**src/rtl/dmux8_scatter_ctrl_pkg.sv**
```systemverilog
// Shared constants for the dmux8 scatter sequencer.
// Destination count, select width and state encodings.
package scatter_pkg;

   localparam int DEST_COUNT = 8;
   localparam int SEL_WIDTH  = 3;

   localparam logic [0:0] ST_IDLE = 1'b0;
   localparam logic [0:0] ST_SEND = 1'b1;

endpackage

```
**src/rtl/dmux8_scatter_ctrl_if.sv**
```systemverilog
// Producer and consumer handshake bundle of the scatter sequencer.
// slave is the controller side, master is the producer/consumer side.
interface dmux8_scatter_ctrl_if #(
   parameter int BUS_WIDTH = 8
);

   logic                 in_valid;
   logic                 in_ready;
   logic [BUS_WIDTH-1:0] in_data;
   logic [7:0]           in_mask;
   logic [BUS_WIDTH-1:0] out_data0;
   logic [BUS_WIDTH-1:0] out_data1;
   logic [BUS_WIDTH-1:0] out_data2;
   logic [BUS_WIDTH-1:0] out_data3;
   logic [BUS_WIDTH-1:0] out_data4;
   logic [BUS_WIDTH-1:0] out_data5;
   logic [BUS_WIDTH-1:0] out_data6;
   logic [BUS_WIDTH-1:0] out_data7;
   logic [7:0]           out_valid;
   logic [7:0]           dest_ready;

   modport slave (
      input  in_valid, in_data, in_mask, dest_ready,
      output in_ready, out_valid,
      output out_data0, out_data1, out_data2, out_data3,
      output out_data4, out_data5, out_data6, out_data7
   );

   modport master (
      output in_valid, in_data, in_mask, dest_ready,
      input  in_ready, out_valid,
      input  out_data0, out_data1, out_data2, out_data3,
      input  out_data4, out_data5, out_data6, out_data7
   );

endinterface

```
**src/rtl/dmux8.sv**
```systemverilog
// 1-to-8 demultiplexer: the selected output carries d, all others are 0.
// Purely combinational.
module dmux8 #(
   parameter int BUS_WIDTH = 8
) (
   input  logic [BUS_WIDTH-1:0] d,
   input  logic [2:0]           sel,
   output logic [BUS_WIDTH-1:0] y0,
   output logic [BUS_WIDTH-1:0] y1,
   output logic [BUS_WIDTH-1:0] y2,
   output logic [BUS_WIDTH-1:0] y3,
   output logic [BUS_WIDTH-1:0] y4,
   output logic [BUS_WIDTH-1:0] y5,
   output logic [BUS_WIDTH-1:0] y6,
   output logic [BUS_WIDTH-1:0] y7
);

   always_comb begin
      y0 = '0;
      y1 = '0;
      y2 = '0;
      y3 = '0;
      y4 = '0;
      y5 = '0;
      y6 = '0;
      y7 = '0;
      unique case (sel)
         3'd0: y0 = d;
         3'd1: y1 = d;
         3'd2: y2 = d;
         3'd3: y3 = d;
         3'd4: y4 = d;
         3'd5: y5 = d;
         3'd6: y6 = d;
         3'd7: y7 = d;
         default: y0 = d;
      endcase
   end

endmodule

```
**src/rtl/dmux8_scatter_ctrl_lowest_set8.sv**
```systemverilog
// Lowest-set-bit priority encoder over 8 bits.
// idx is 0 and none is high when the mask is empty.
module lowest_set8
   import scatter_pkg::*;
(
   input  logic [DEST_COUNT-1:0] mask,
   output logic [SEL_WIDTH-1:0]  idx,
   output logic                  none
);

   // Scan downward so the lowest set bit is the last one written.
   always_comb begin
      idx  = '0;
      none = 1'b1;
      for (int i = DEST_COUNT - 1; i >= 0; i--) begin
         if (mask[i]) begin
            idx  = SEL_WIDTH'(i);
            none = 1'b0;
         end
      end
   end

endmodule

```
**src/rtl/dmux8_scatter_ctrl.sv**
```systemverilog
// Scatters one word to every destination in a mask, lowest first,
// with a per-destination handshake and an optional stall timeout.
module dmux8_scatter_ctrl
   import scatter_pkg::*;
#(
   parameter int BUS_WIDTH = 8,
   parameter int TIMEOUT   = 15
) (
   input  logic                 clk,
   input  logic                 rst_n,
   dmux8_scatter_ctrl_if.slave  bus,
   output logic [SEL_WIDTH-1:0] sel,
   output logic                 busy,
   output logic                 done,
   output logic [7:0]           skipped_mask
);

   localparam bit         TMO_EN   = (TIMEOUT != 0);
   localparam logic [7:0] TMO_LAST = TMO_EN ? 8'(TIMEOUT - 1) : 8'd0;

   logic [0:0]            state_q;
   logic [BUS_WIDTH-1:0]  data_q;
   logic [DEST_COUNT-1:0] pend_q;
   logic [SEL_WIDTH-1:0]  sel_q;
   logic [7:0]            wait_q;
   logic [DEST_COUNT-1:0] skip_q;
   logic                  done_q;

   logic [SEL_WIDTH-1:0]  acc_idx;
   logic                  acc_none;
   logic [SEL_WIDTH-1:0]  adv_idx;
   logic                  adv_none;
   logic [DEST_COUNT-1:0] cur_bit;
   logic [DEST_COUNT-1:0] pend_rem;
   logic                  hit;
   logic                  tmo;
   logic                  step;
   logic [BUS_WIDTH-1:0]  dmux_in;

   assign cur_bit  = DEST_COUNT'(1) << sel_q;
   assign pend_rem = pend_q & ~cur_bit;
   assign hit      = |(bus.dest_ready & cur_bit);
   assign tmo      = TMO_EN && (wait_q == TMO_LAST);
   assign step     = hit | tmo;

   lowest_set8 u_acc (
      .mask (bus.in_mask),
      .idx  (acc_idx),
      .none (acc_none)
   );

   lowest_set8 u_adv (
      .mask (pend_rem),
      .idx  (adv_idx),
      .none (adv_none)
   );

   always_ff @(posedge clk or negedge rst_n) begin
      if (!rst_n) begin
         state_q <= ST_IDLE;
         data_q  <= '0;
         pend_q  <= '0;
         sel_q   <= '0;
         wait_q  <= '0;
         skip_q  <= '0;
         done_q  <= 1'b0;
      end else begin
         done_q <= 1'b0;
         unique case (state_q)
            ST_IDLE: begin
               if (bus.in_valid) begin
                  data_q <= bus.in_data;
                  skip_q <= '0;
                  if (acc_none) begin
                     done_q <= 1'b1;
                  end else begin
                     pend_q  <= bus.in_mask;
                     sel_q   <= acc_idx;
                     wait_q  <= '0;
                     state_q <= ST_SEND;
                  end
               end
            end
            ST_SEND: begin
               if (step) begin
                  pend_q <= pend_rem;
                  wait_q <= '0;
                  sel_q  <= adv_idx;
                  if (!hit) skip_q[sel_q] <= 1'b1;
                  if (adv_none) begin
                     state_q <= ST_IDLE;
                     done_q  <= 1'b1;
                  end
               end else begin
                  wait_q <= wait_q + 8'd1;
               end
            end
            default: state_q <= ST_IDLE;
         endcase
      end
   end

   assign busy         = (state_q == ST_SEND);
   assign bus.in_ready = (state_q == ST_IDLE);
   assign sel          = sel_q;
   assign done         = done_q;
   assign skipped_mask = skip_q;

   // Outside SEND the dmux sees 0, so idle outputs are quiet.
   assign dmux_in = busy ? data_q : '0;

   dmux8 #(.BUS_WIDTH(BUS_WIDTH)) u_data (
      .d   (dmux_in),
      .sel (sel_q),
      .y0  (bus.out_data0),
      .y1  (bus.out_data1),
      .y2  (bus.out_data2),
      .y3  (bus.out_data3),
      .y4  (bus.out_data4),
      .y5  (bus.out_data5),
      .y6  (bus.out_data6),
      .y7  (bus.out_data7)
   );

   dmux8 #(.BUS_WIDTH(1)) u_valid (
      .d   (busy),
      .sel (sel_q),
      .y0  (bus.out_valid[0]),
      .y1  (bus.out_valid[1]),
      .y2  (bus.out_valid[2]),
      .y3  (bus.out_valid[3]),
      .y4  (bus.out_valid[4]),
      .y5  (bus.out_valid[5]),
      .y6  (bus.out_valid[6]),
      .y7  (bus.out_valid[7])
   );

endmodule

```
**src/flat_wrapper.sv**
```systemverilog
// flat-port wrapper written by rule: the top's interface ports become plain ports
module dmux8_scatter_ctrl_flat import scatter_pkg::*;
#(
   parameter int BUS_WIDTH = 8,
   parameter int TIMEOUT   = 15
)
  (clk, rst_n, sel, busy, done, skipped_mask, bus_in_valid, bus_in_data, bus_in_mask, bus_dest_ready, bus_in_ready, bus_out_valid, bus_out_data0, bus_out_data1, bus_out_data2, bus_out_data3, bus_out_data4, bus_out_data5, bus_out_data6, bus_out_data7);
  dmux8_scatter_ctrl_if #(.BUS_WIDTH(BUS_WIDTH)) bus_i ();
  input  logic clk;
  input  logic rst_n;
  output logic [SEL_WIDTH-1:0] sel;
  output logic busy;
  output logic done;
  output logic [7:0] skipped_mask;
  input wire logic [$bits(bus_i.in_valid)-1:0] bus_in_valid;
  input wire logic [$bits(bus_i.in_data)-1:0] bus_in_data;
  input wire logic [$bits(bus_i.in_mask)-1:0] bus_in_mask;
  input wire logic [$bits(bus_i.dest_ready)-1:0] bus_dest_ready;
  output wire logic [$bits(bus_i.in_ready)-1:0] bus_in_ready;
  output wire logic [$bits(bus_i.out_valid)-1:0] bus_out_valid;
  output wire logic [$bits(bus_i.out_data0)-1:0] bus_out_data0;
  output wire logic [$bits(bus_i.out_data1)-1:0] bus_out_data1;
  output wire logic [$bits(bus_i.out_data2)-1:0] bus_out_data2;
  output wire logic [$bits(bus_i.out_data3)-1:0] bus_out_data3;
  output wire logic [$bits(bus_i.out_data4)-1:0] bus_out_data4;
  output wire logic [$bits(bus_i.out_data5)-1:0] bus_out_data5;
  output wire logic [$bits(bus_i.out_data6)-1:0] bus_out_data6;
  output wire logic [$bits(bus_i.out_data7)-1:0] bus_out_data7;
  assign bus_i.in_valid = bus_in_valid;
  assign bus_i.in_data = bus_in_data;
  assign bus_i.in_mask = bus_in_mask;
  assign bus_i.dest_ready = bus_dest_ready;
  assign bus_in_ready = bus_i.in_ready;
  assign bus_out_valid = bus_i.out_valid;
  assign bus_out_data0 = bus_i.out_data0;
  assign bus_out_data1 = bus_i.out_data1;
  assign bus_out_data2 = bus_i.out_data2;
  assign bus_out_data3 = bus_i.out_data3;
  assign bus_out_data4 = bus_i.out_data4;
  assign bus_out_data5 = bus_i.out_data5;
  assign bus_out_data6 = bus_i.out_data6;
  assign bus_out_data7 = bus_i.out_data7;
  dmux8_scatter_ctrl #(.BUS_WIDTH(BUS_WIDTH), .TIMEOUT(TIMEOUT)) u_core (.clk(clk), .rst_n(rst_n), .bus(bus_i), .sel(sel), .busy(busy), .done(done), .skipped_mask(skipped_mask));
endmodule
```
**config.mk**
```make
export PLATFORM = sky130hd
export DESIGN_NAME = dmux8_scatter_ctrl_flat
export DESIGN_NICKNAME = d
export VERILOG_FILES = /design/src/rtl/dmux8_scatter_ctrl_pkg.sv /design/src/rtl/dmux8_scatter_ctrl_if.sv /design/src/rtl/dmux8.sv /design/src/rtl/dmux8_scatter_ctrl_lowest_set8.sv /design/src/rtl/dmux8_scatter_ctrl.sv /design/src/flat_wrapper.sv
export SDC_FILE = /design/constraint.sdc
export NUM_CORES = 1
export LEC_CHECK = 0
export CAP_MARGIN = 0
export CORE_ASPECT_RATIO = 1.75
export CORE_UTILIZATION = 39
export DETAILED_ROUTE_END_ITERATION = 6
export GPL_TIMING_DRIVEN = 0
export PLACE_DENSITY = 0.88
export SLEW_MARGIN = 15
export SYNTH_ARGS = -nofsm -noshare
export SYNTH_HDL_FRONTEND = slang
export SYNTH_SLANG_ARGS = --single-unit
```
**constraint.sdc**
```tcl
create_clock -name clk -period 2.1 [get_ports clk]
set_input_delay 0.21 -clock clk [delete_from_list [all_inputs] [get_ports clk]]
set_output_delay 0.21 -clock clk [all_outputs]
set_load 0.005 [all_outputs]
```
==> reports/results.tsv <==
stage	metric	value	unit
place	gp_congestion	0.941	
timing	tightest_slew	0.683	ns
cts	root_buffer	clkbuf_16	
cts	numClockSinks	37	
detailed_routing	wl_met3	890	um
job	cap_violations	0	
layout	drive_gt1_frac	0.329	
worst_setup_path	crit_path_max_fanout	6	
floorplanning	initial_core_util	0.408	
logic_synthesis	ys_ff_latch	37	
cts	h-tree-depth	2	
timing	final_hold_viol_count	0	
worst_setup_path	cp.arrival	2.40	ns
logic_synthesis	synth_top_flop_cell	dfrtp_1	
logic_synthesis	synth_edf_count	0	
timing	clock_skew	0.00365	ns
worst_hold_path	min_from	bus_in_mask[5]	
floorplanning	die_w	64.7	um
outcome	outcome	finished with violations	
layout	n_antenna_cell	0	
worst_hold_path	worstHoldPathCells	3	
timing	fin_crit_sh	1.06	
detailed_routing	top_layer	met4	
detailed_routing	finalWirelength	11.8	mm
detailed_routing	wl_met2	6.24	mm
logic_synthesis	avgSynthCellArea	8.53	sq um
detailed_routing	vias_per_cell	5.77	
floorplanning	die_h	112	um
logic_synthesis	ys_seq_area_frac	0.345	
worst_setup_path	cpPeakStageDelay	0.39	ns
worst_setup_path	end_kind	register	
logic_synthesis	syn_nets	344	
worst_setup_path	cp_slowest_cell	dfrtp_1	
logic_synthesis	synthTopCellsByCount	and2_1 (65), dfrtp_1 (37), nand2_1 (28)	
global_routing	grt_pass1_vias	3276	
timing	final.setup.tns	-0.725	ns
detailed_routing	first_iter_violations	283	
detailed_routing	first_pass_iters	6	
detailed_routing	drt-met1-wl	3.77	mm
worst_setup_path	critical_path_class	register to register	
place	io_buffers	112	
cts	numCtsBuffers	5	
global_routing	gr-total-overflow	0	
global_routing	grt_max_degree	24	
logic_synthesis	synthTopCellsByArea	dfrtp_1 (34%), and2_1 (15%), mux2_2 (4.2%)	
logic_synthesis	synth.most_common_cell	and2_1	
timing	fin_ws	-0.126	ns
timing	fmax	0.449	GHz
global_routing	grt_first_pass_wirelength	16.6	mm
logic_synthesis	async_reset_ff_frac	1.00	
global_routing	grtUsageTotal	0.301	
timing	rsz0062_at_grt	true	
layout	finalNetCount	535	
place	post-dp-hpwl	6.76	mm
floorplanning	die-area	7240	sq um
timing	setup_violations	7	
detailed_routing	vias	3398	
timing	slew_violations	0	
logic_synthesis	syn_area	2690	sq um
worst_setup_path	cp_common_cell	buf_6	
worst_setup_path	rr_worst_depth	8	
cts	clk_pin_slew_worst_paths	0.06	ns
power	power.density	1040	nW/um^2
cts	clockBufferDepth	2	
power	ir_drop	0.800	mV
detailed_routing	ant_nets	0	
worst_hold_path	hp-class	input pin to register	
cts	clkLatencyLatePin	0.29	ns
outcome	violations	negative setup slack	
timing	finalCriticalPeriod	2.23	ns
worst_setup_path	path_cells	buf_6 > buf_6 > mux2i_4 > o31ai_4 > nor4_4 > buf_4 > a21oi_4 > mux2_4	
global_routing	antenna_found_initial	0	
floorplanning	design.core.area	6590	sq um
logic_synthesis	synth_top_area_cell	dfrtp_1	
cts	cts_tree	built	
detailed_routing	wl_per_cell	20.1	um
detailed_routing	drc_errors	0	
logic_synthesis	synth_cells	315	
layout	utilization	0.763	
worst_setup_path	crit_start	u_core.sel[0]	
floorplanning	pin_count	113	
logic_synthesis	netlist.area_leader.share	0.345	
layout	syn_to_final_growth	87.1	%
worst_setup_path	worstPathRequired	2.28	ns
worst_setup_path	worstSetupStartpointType	register	
logic_synthesis	synth_cell_types	53	
power	leakage	2.77	nW
timing	slew_headroom	0.545	
worst_setup_path	r2r_start	u_core.sel[0]	
logic_synthesis	ys_warn_count	0	
floorplanning	rows	39	
-- cell type report --
type / count / area, sq um
Timing Repair Buffer: 181 / 1700
Clock buffer: 5 / 125
Multi-Input combinational cell: 253 / 1890
Clock inverter: 3 / 22.5
Tap cell: 82 / 103
Fill cell: 424 / 1560
Inverter: 8 / 30.0
Buffer: 20 / 225
Sequential cell: 37 / 928
-- metal layers --
metal	vias to the layer above	track usage
li1	1490	-
met5	-	0
met3	79	0.0584
met4	0	0.163
met2	245	0.561
met1	1584	0.297
-- kinds of logic (layout without fill, tap and decap cells) --
family / Yosys count / in the layout / share of synthesized area
AOI/OAI and AO/OA: 62 / 62 / 0.163
xor gates and xnor gates: 2 / 2 / 0.00652
adders and majority gates: 2 / 2 / 0.00931
buffers and inverters: 31 / 217 / 0.0601
DFF: 37 / 37 / 0.345
muxes: 16 / 16 / 0.0699
and+or+nand+nor: 165 / 171 / 0.346
-- sequential cells by signal, summed over array words and instances (netlist names) --
| register | cells |
|---|---|
| u_core.pend_q | 8 |
| u_core.done | 1 |
| u_core.sel | 3 |
| u_core.skipped_mask | 8 |
| u_core.wait_q | 8 |
| u_core.data_q | 8 |
| u_core.busy | 1 |
-- through the flow --
stage                     instances  setup WS [ns]  area [sq um]  hold slack [ns]  power, mW
final                           589         -0.126          5030            0.293       5.23
after global routing            589         -0.148          5030            0.325       5.43
after floorplan                 315          0.117          2690          -0.0856       2.12
after CTS                       563        -0.0196          4680            0.395       4.57
after detailed placement        510         -0.770          3930            0.161       2.93
after global placement          509         -0.692          3910            0.487       2.85
-- path summary, 6_finish.rpt --
path,end,slack [ns]
max in group asynchronous,u_core.wait_q[0],1.25
hold reg to reg,u_core.skipped_mask[0],0.51
hold / removal,u_core.pend_q[5],0.29
setup / recovery,u_core.sel[1],-0.13
min in group asynchronous,u_core.pend_q[6],0.38
setup reg to reg,u_core.sel[1],-0.13
-- power by group --
group / internal [mW] / leakage, nW / switching, mW / total [mW]
Sequential: 0.832 / 0.467 / 0.170 / 1.00
Combinational: 1.87 / 2.24 / 1.59 / 3.45
Clock: 0.440 / 0.0621 / 0.330 / 0.770
Total: 3.14 / 2.77 / 2.09 / 5.23
-- critical path: cells and delay by family (launching register included) --
family	cells	cell delay [ns]
flip-flops	1	0.39
AO/OA/AOI/OAI	2	0.69
AND/OR/NAND/NOR	1	0.09
multiplexers	2	0.52
buffers and inverters	3	0.43
-- placed cells by master, fill, tap and decap left out, drive strengths merged, types with 8 or more instances in the layout --
| cell | count |
|---|---|
| dlymetal6s2s | 25 |
| nand2 | 28 |
| clkdlybuf4s50 | 40 |
| clkbuf | 14 |
| inv | 8 |
| dlygate4sd2 | 28 |
| dfrtp | 37 |
| nand2b | 8 |
| buf | 93 |
| a31oi | 16 |
| and2 | 65 |
| o21ai | 16 |
| mux2 | 13 |
| nor2 | 31 |
-- repair_timing --
action                                  CTS  global route
buffers inserted                         40            30
endpoints found under the hold margin    14             0
pin swaps                                24            21
hold buffers                              1             0
endpoints found under the setup margin   96            58
gates cloned                              6             0
resized for setup                       131            82
Note: power is estimated with default switching activity, not from simulation.
